===== src/rtl/toggle_cond_pkg.sv =====
// Shared types and defaults for the push-button conditioner that feeds the T flip-flop.
// Holds the qualification FSM encoding and the default timing constants.
package toggle_cond_pkg;

   typedef enum logic [1:0] {
      IDLE_LOW  = 2'd0,
      WAIT_HIGH = 2'd1,
      IDLE_HIGH = 2'd2,
      WAIT_LOW  = 2'd3
   } tcond_state_e;

   localparam int DEF_SYNC_STAGES   = 2;
   localparam int DEF_STABLE_CYCLES = 50000;

   // True while a candidate level change is still being qualified.
   function automatic logic is_wait(tcond_state_e st);
      return (st == WAIT_HIGH) || (st == WAIT_LOW);
   endfunction

endpackage


===== src/rtl/sync_chain.sv =====
// Multi-flop synchroniser for an asynchronous level input; the last stage is the only safe tap.
// Reused for any other asynchronous panel inputs.
module sync_chain #(
   parameter int STAGES = 2
) (
   input  logic clk_i,
   input  logic rst_i,
   input  logic async_i,
   output logic sync_o
);

   logic [STAGES-1:0] sync_q;

   always_ff @(posedge clk_i or posedge rst_i) begin
      if (rst_i) begin
         sync_q <= '0;
      end else begin
         sync_q <= {sync_q[STAGES-2:0], async_i};
      end
   end

   assign sync_o = sync_q[STAGES-1];

endmodule


===== src/rtl/toggle_button_conditioner.sv =====
// Synchronises and debounces a raw push button, emitting one toggle pulse per accepted press
// and one release pulse per accepted release, plus the debounced level.
module toggle_button_conditioner
   import toggle_cond_pkg::*;
#(
   parameter int SYNC_STAGES   = DEF_SYNC_STAGES,
   parameter int STABLE_CYCLES = DEF_STABLE_CYCLES,
   parameter int CNT_WIDTH     = 16
) (
   input  logic input_clock,
   input  logic input_reset,
   input  logic input_button,
   output logic output_toggle,
   output logic output_release,
   output logic output_level,
   output logic output_busy
);

   if (SYNC_STAGES < 2) begin : g_bad_sync
      $error("toggle_button_conditioner: SYNC_STAGES must be 2 or more");
   end
   if (STABLE_CYCLES < 1) begin : g_bad_stable
      $error("toggle_button_conditioner: STABLE_CYCLES must be 1 or more");
   end
   if (CNT_WIDTH < 1 || CNT_WIDTH < $clog2(STABLE_CYCLES)) begin : g_bad_cnt
      $error("toggle_button_conditioner: CNT_WIDTH cannot reach STABLE_CYCLES-1");
   end

   localparam logic [CNT_WIDTH-1:0] CNT_LAST = CNT_WIDTH'(STABLE_CYCLES - 1);

   logic                 btn_sync;
   tcond_state_e         state_q, state_d;
   logic [CNT_WIDTH-1:0] cnt_q, cnt_d;
   logic                 level_q, level_d;
   logic                 toggle_q, toggle_d;
   logic                 release_q, release_d;

   sync_chain #(
      .STAGES(SYNC_STAGES)
   ) u_sync (
      .clk_i  (input_clock),
      .rst_i  (input_reset),
      .async_i(input_button),
      .sync_o (btn_sync)
   );

   always_ff @(posedge input_clock or posedge input_reset) begin
      if (input_reset) begin
         state_q   <= IDLE_LOW;
         cnt_q     <= '0;
         level_q   <= 1'b0;
         toggle_q  <= 1'b0;
         release_q <= 1'b0;
      end else begin
         state_q   <= state_d;
         cnt_q     <= cnt_d;
         level_q   <= level_d;
         toggle_q  <= toggle_d;
         release_q <= release_d;
      end
   end

   // The counter saturates at CNT_LAST by construction: reaching it always leaves the WAIT state.
   always_comb begin
      state_d   = state_q;
      cnt_d     = cnt_q;
      level_d   = level_q;
      toggle_d  = 1'b0;
      release_d = 1'b0;
      case (state_q)
         IDLE_LOW: begin
            if (btn_sync) begin
               state_d = WAIT_HIGH;
               cnt_d   = '0;
            end
         end
         WAIT_HIGH: begin
            if (!btn_sync) begin
               state_d = IDLE_LOW;
            end else if (cnt_q == CNT_LAST) begin
               state_d  = IDLE_HIGH;
               level_d  = 1'b1;
               toggle_d = 1'b1;
            end else begin
               cnt_d = cnt_q + CNT_WIDTH'(1);
            end
         end
         IDLE_HIGH: begin
            if (!btn_sync) begin
               state_d = WAIT_LOW;
               cnt_d   = '0;
            end
         end
         WAIT_LOW: begin
            if (btn_sync) begin
               state_d = IDLE_HIGH;
            end else if (cnt_q == CNT_LAST) begin
               state_d   = IDLE_LOW;
               level_d   = 1'b0;
               release_d = 1'b1;
            end else begin
               cnt_d = cnt_q + CNT_WIDTH'(1);
            end
         end
         default: begin
            state_d = IDLE_LOW;
            cnt_d   = '0;
         end
      endcase
   end

   assign output_toggle  = toggle_q;
   assign output_release = release_q;
   assign output_level   = level_q;
   assign output_busy    = is_wait(state_q);

endmodule


===== config.mk =====
export PLATFORM = sky130hd
export DESIGN_NAME = toggle_button_conditioner
export DESIGN_NICKNAME = d
export VERILOG_FILES = /design/src/rtl/toggle_cond_pkg.sv /design/src/rtl/sync_chain.sv /design/src/rtl/toggle_button_conditioner.sv
export SDC_FILE = /design/constraint.sdc
export NUM_CORES = 1
export LEC_CHECK = 0
export ABC_CLOCK_PERIOD_IN_PS = 2550
export BUFFER_PORTS_ARGS = -buffer_cell sky130_fd_sc_hd__buf_4
export CAP_MARGIN = 15
export CORE_ASPECT_RATIO = 0.5
export CORE_MARGIN = 1
export CORE_UTILIZATION = 47
export CTS_BUF_LIST = sky130_fd_sc_hd__clkbuf_16
export DETAILED_ROUTE_END_ITERATION = 8
export PLACE_DENSITY = 0.75
export SLEW_MARGIN = 40
export SYNTH_ARGS = -nofsm -noshare
export SYNTH_HDL_FRONTEND = slang
export SYNTH_SLANG_ARGS = --single-unit

===== constraint.sdc =====
create_clock -name input_clock -period 2.55 [get_ports input_clock]
set_clock_uncertainty 0.05 [all_clocks]
set_input_delay 0.1275 -clock input_clock [delete_from_list [all_inputs] [get_ports input_clock]]
set_output_delay 0.1275 -clock input_clock [all_outputs]
set_load 0.1 [all_outputs]

==> Yosys cells after proc, flatten, opt, wreduce, memory -nomap -nowiden <==
Cells that the tools add are included.
{ "word_totals": {"reg_bits": 23, "in_bits": 3, "output_inout_bits": 4, "wordCells": 48} }
{ "classes": {"add_sub_neg": 1, "n_eq_ne": 12, "mux": 23, "n_reduce_logical": 6} }
{ "ops": {"columns": ["operator", "n"], "rows": [
  ["16-bit 2-to-1 mux", 5],
  ["16-bit one-hot mux with 4 select lines", 1],
  ["16-bit by 1-bit adder with 16-bit output, second input constant", 1],
  ["16-bit equality test, second input constant", 1],
  ["2-bit 2-to-1 mux", 6],
  ["1-bit 2-to-1 mux", 9],
  ["2-bit inequality test, second input constant", 4],
  ["2-bit one-hot mux with 4 select lines", 1],
  ["4-bit AND reduction", 2],
  ["5-bit AND reduction", 1],
  ["2-bit equality test, second input constant", 2],
  ["2-bit by 1-bit inequality test with 1-bit output, second input constant", 2],
  ["3-bit by 2-bit inequality test with 1-bit output, second input constant", 1],
  ["3-bit inequality test, second input constant", 1],
  ["2-bit by 1-bit equality test with 1-bit output, second input constant", 1],
  ["2-bit zero test", 1],
  ["1-bit one-hot mux with 2 select lines", 1],
  ["2-bit nonzero test", 1],
  ["1-bit logical OR", 1]
]} }

==> Longest topological paths before layout <==
{ "logic_depth": {"ltp_word": 4, "ltp_mapped": 7, "mapped_depth_nobuf": 6} }

==> Modules after synthesis <==
Synthesis repeated with hierarchy kept, for this count alone.
{ "unflattened": {"cells_unflattened": 134, "hier_area_um2": 1268.7} }
{ "modules_own_cells": {"columns": ["module", "instances", "cells_per_inst", "area_each_um2", "seq_area_each_um2"], "rows": [
  ["toggle_button_conditioner", 1, 131, 1214.9, 525.5],
  ["sync_chain", 1, 3, 53.8, 50.0]
]} }

==> Worst setup path after synthesis <==
Ideal clock, no wire load.
{ "synth_timing": {"kind": "input to register", "start": "in cnt_q[4]", "end": "reg cnt_q[12]", "setup_ns": 0.126, "arrival_ns": 1.980, "required_ns": 2.374, "path_slack_ns": 0.394, "cell_stages": 6, "path_buffers": 1, "cell_sequence": "dfrtp_1 > or4b_4 > or4_4 > buf_6 > and4_1 > a221o_1"} }
{ "synth_via": {"elab_chain_cells": 4, "word_cells_on_any_way": 6, "cone_classes": "1 x add/sub; 1 x eq/ne; 4 x mux"} }
{ "synth_lines": {"columns": ["item", "line", "text"], "rows": [
  ["start, declared", "toggle_button_conditioner.sv:33", "logic [CNT_WIDTH-1:0] cnt_q, cnt_d;"],
  ["16-bit by 1-bit adder with 16-bit output or 16-bit equality test (tied branches)", null, null],
  ["16-bit 2-to-1 mux *", "toggle_button_conditioner.sv:80, toggle_button_conditioner.sv:97", null],
  ["16-bit 2-to-1 mux (on tied branches)", "toggle_button_conditioner.sv:95, toggle_button_conditioner.sv:78", null],
  ["16-bit one-hot mux with 4 select lines *", "toggle_button_conditioner.sv:70", "case (state_q)"]
]} }
Mark *: on every way between the ends. The rest lies on a longest branch, timed or not. The select of a mux whose other input is x is not followed.
A chain may end at the register's enable or synchronous reset.

==> Worst setup path in the final report <==
Ends and elaborated chain as after synthesis.

==> results.yml <==
status:
  outcome: "finished clean"
clock_network:
  cts_hold_buf: 2
  clkTransAtPathRegs_ns: 0.06
  cts_tree: "yes"
  root_buffer: "clkbuf_16"
  clkLatencyLatePin_ns: 0.26
  cts.sinks: 23
  htreeDepth: 1
  cts_made_buffers: 3
  clockBufferDepth: 2
  cts.repair.resized: 0
  cts_setup_buffers: 0
placed_design:
  gp_congestion: 0.9293
  dp_hpwl_um: 1908
  numPortBuffers: 6
die:
  core_area_mm2: 0.002372
  core.rowCount: 12
  die_y_um: 38.54
  num_io_pins: 7
  dieArea_mm2: 0.002893
  die_w_um: 75.08
  start_util: 0.5290
routing:
  drt_wl_total_um: 2582
  vias: 1003
  via_per_inst: 5.865
  postRouteAntennaNets: 0
  detail_route.first_pass.iterations: 4
  drt_iter0_markers: 62
  drc: 0
  drt-wirelength-per-cell_um: 15.10
critical_path:
  path_class: "reg2reg"
  worstSetupEndpointType: "flip-flop"
  critical_path_required_ns: 2.64
  arrival_ns: 2.26
  path_cells: "or4b_4 -> or4_4 -> and4_1 -> a221o_1"
  slowest_stage: "or4b_4"
  r2r_cells: 4
  critPathMaxStageDelay_ns: 0.57
  crit_path_start_kind: "flip-flop"
  worstPathMaxFanout: 8
synth:
  synth_cell_types: 43
  avgSynthCellArea_um2: 9.882
  synth_flop_cell: "dfrtp_1"
  synth-async-reset-ratio: 1.000
  synthesis.nets: 131
  synth-edff-count: 0
  synth.cell_area_mm2: 0.001255
  ys.warnings.count: 0
  synth_cells: 127
  ys_seq_area_frac: 0.4586
  yosys_register_bits: 23
power:
  ir_drop_mv: 0.2707
  powerDensity_mw_per_mm2: 537.3
  p_comb_frac: 0.068
  leakage_nw: 0.5660
  clock_power_share: 0.434
  seqPwrFrac: 0.498
  p_switching_uw: 171.2
  swShare: 0.2220
  finalPower_uw: 771.1
  p_int_uw: 599.9
final_layout:
  n_fill_cell: 207
  syn_to_final_growth_pct: 14.36
  multi_input_area_um2: 619.3
  fin_util: 0.6050
  register_area_um2: 575.6
  drive_gt1_frac: 0.1471
  diodes: 0
  final_nets: 141
worst_hold_path:
  hp-class: "reg2reg"
  hold_depth: 0
global_routing:
  grt_pass1_vias: 873
  grt_max_degree: 24
  grt_pass1_wl_um: 4195
  grt_antenna_before_repair: 0
  gr-total-overflow: 0
  grt_usage: 0.2119
timing:
  maxSlewViolCount: 0
  slew_headroom: 0.5502
  setup_viol: 0
  worst_pin_slew_ns: 0.6725
  max_freq_mhz: 460.2
  period_needed_ns: 2.173
  hold_viol_final: 0
  setup_tns_ns: 0
  rsz0062_at_grt: "no"
  fin_crit_sh: 0.8522
run:
  maxCapViolations: 0
## cell usage after synthesis, drive strengths merged, types with 2 or more instances
| cell type | n | area share |
|---|---|---|
| a21oi | 4 | 0.016 |
| a221o | 2 | 0.016 |
| a22o | 3 | 0.021 |
| a31oi | 2 | 0.010 |
| and4 | 2 | 0.014 |
| clkbuf | 5 | 0.015 |
| dfrtp | 23 | 0.46 |
| inv | 8 | 0.024 |
| mux2i | 5 | 0.040 |
| nand2 | 10 | 0.030 |
| nand3 | 4 | 0.016 |
| nand4 | 5 | 0.025 |
| nand4b | 2 | 0.014 |
| nor2 | 8 | 0.024 |
| nor3 | 5 | 0.020 |
| nor3b | 2 | 0.012 |
| nor4 | 2 | 0.015 |
| o21ai | 9 | 0.045 |
| o31ai | 3 | 0.018 |
| or4 | 5 | 0.033 |
## logic make-up after synthesis
group                    synth area share
AND/OR/NAND/NOR                    0.2483
XOR/XNOR                          0.01396
AO/OA/AOI/OAI                      0.1725
buffers and inverters             0.04786
multiplexers                      0.04885
adder cells (fa/ha/maj)          0.009968
flip-flops                         0.4586
## worst paths after layout
check | startpoint | endpoint | slack [ns]
setup reg to reg | cnt_q[4] | cnt_q[12] | 0.38
min in group asynchronous | input_reset | output_toggle | 0.41
setup / recovery | cnt_q[4] | cnt_q[12] | 0.38
hold / removal | u_sync.sync_q[0] | u_sync.sync_q[1] | 0.31
max in group asynchronous | input_reset | cnt_q[13] | 1.70
hold reg to reg | u_sync.sync_q[0] | u_sync.sync_q[1] | 0.31
## power by group through the flow
stage / clock network [mW] / registers [mW] / logic [mW]
floorplan: 0 / 0.386 / 0.0386
global placement: 0 / 0.390 / 0.0496
detailed placement: 0 / 0.390 / 0.0500
CTS: 0.340 / 0.383 / 0.0530
global route: 0.352 / 0.385 / 0.0583
finish: 0.335 / 0.384 / 0.0526
## cell usage in the layout, fill, tap and decap left out, types with 3 or more instances in the layout
cell / netlist / final
nand2_1: 10 / 10
buf_4: 0 / 9
a21oi_1: 4 / 4
clkbuf_16: 0 / 3
inv_1: 7 / 7
o21ai_1: 7 / 7
nor3_1: 5 / 5
nand4_1: 5 / 5
nand3_1: 4 / 4
or4_1: 4 / 4
a22o_1: 3 / 3
o31ai_1: 3 / 3
nor2_1: 8 / 8
dfrtp_1: 23 / 23
mux2i_1: 5 / 5
## metrics by stage
stage	setup WS [ns]	area [um2]	hold WS [ns]	cells
floorplan	0.3939	1255	0.07942	127
global placement	0.4187	1336	0.1884	165
detailed placement	0.3781	1336	0.1266	165
CTS	0.3779	1435	0.3144	171
global route	0.2707	1435	0.3195	171
finish	0.3770	1435	0.3114	171
## registers in the layout, summed over array words and instances, names as in the netlist, named ones only
register / flops
cnt_q: 16
u_sync.sync_q: 2
output_level: 1
output_release: 1
output_toggle: 1
state_q: 1
## layout make-up
type	count	share of cell area
well taps	35	0.03051
repair buffers	11	0.06103
clock inverters	1	0.002616
inverters	8	0.02092
multi-input cells	90	0.4316
flip-flops and latches	23	0.4010
clock buffers	3	0.05231
## critical path: cells and delay by family, from the launching register on
kind	cells	cell delay [ns]
AOI/OAI and AO/OA	1	0.25
DFF	1	0.42
and+or+nand+nor	3	1.33
## metal layers
metal	share of wire	vias up	GRT usage
met5	0	-	0
met1	0.50	468	0.2881
met4	0.0077	0	0.06604
met3	0.052	4	0.06316
met2	0.44	31	0.3266
li1	-	500	-
Power figures use the tool's default switching activity.
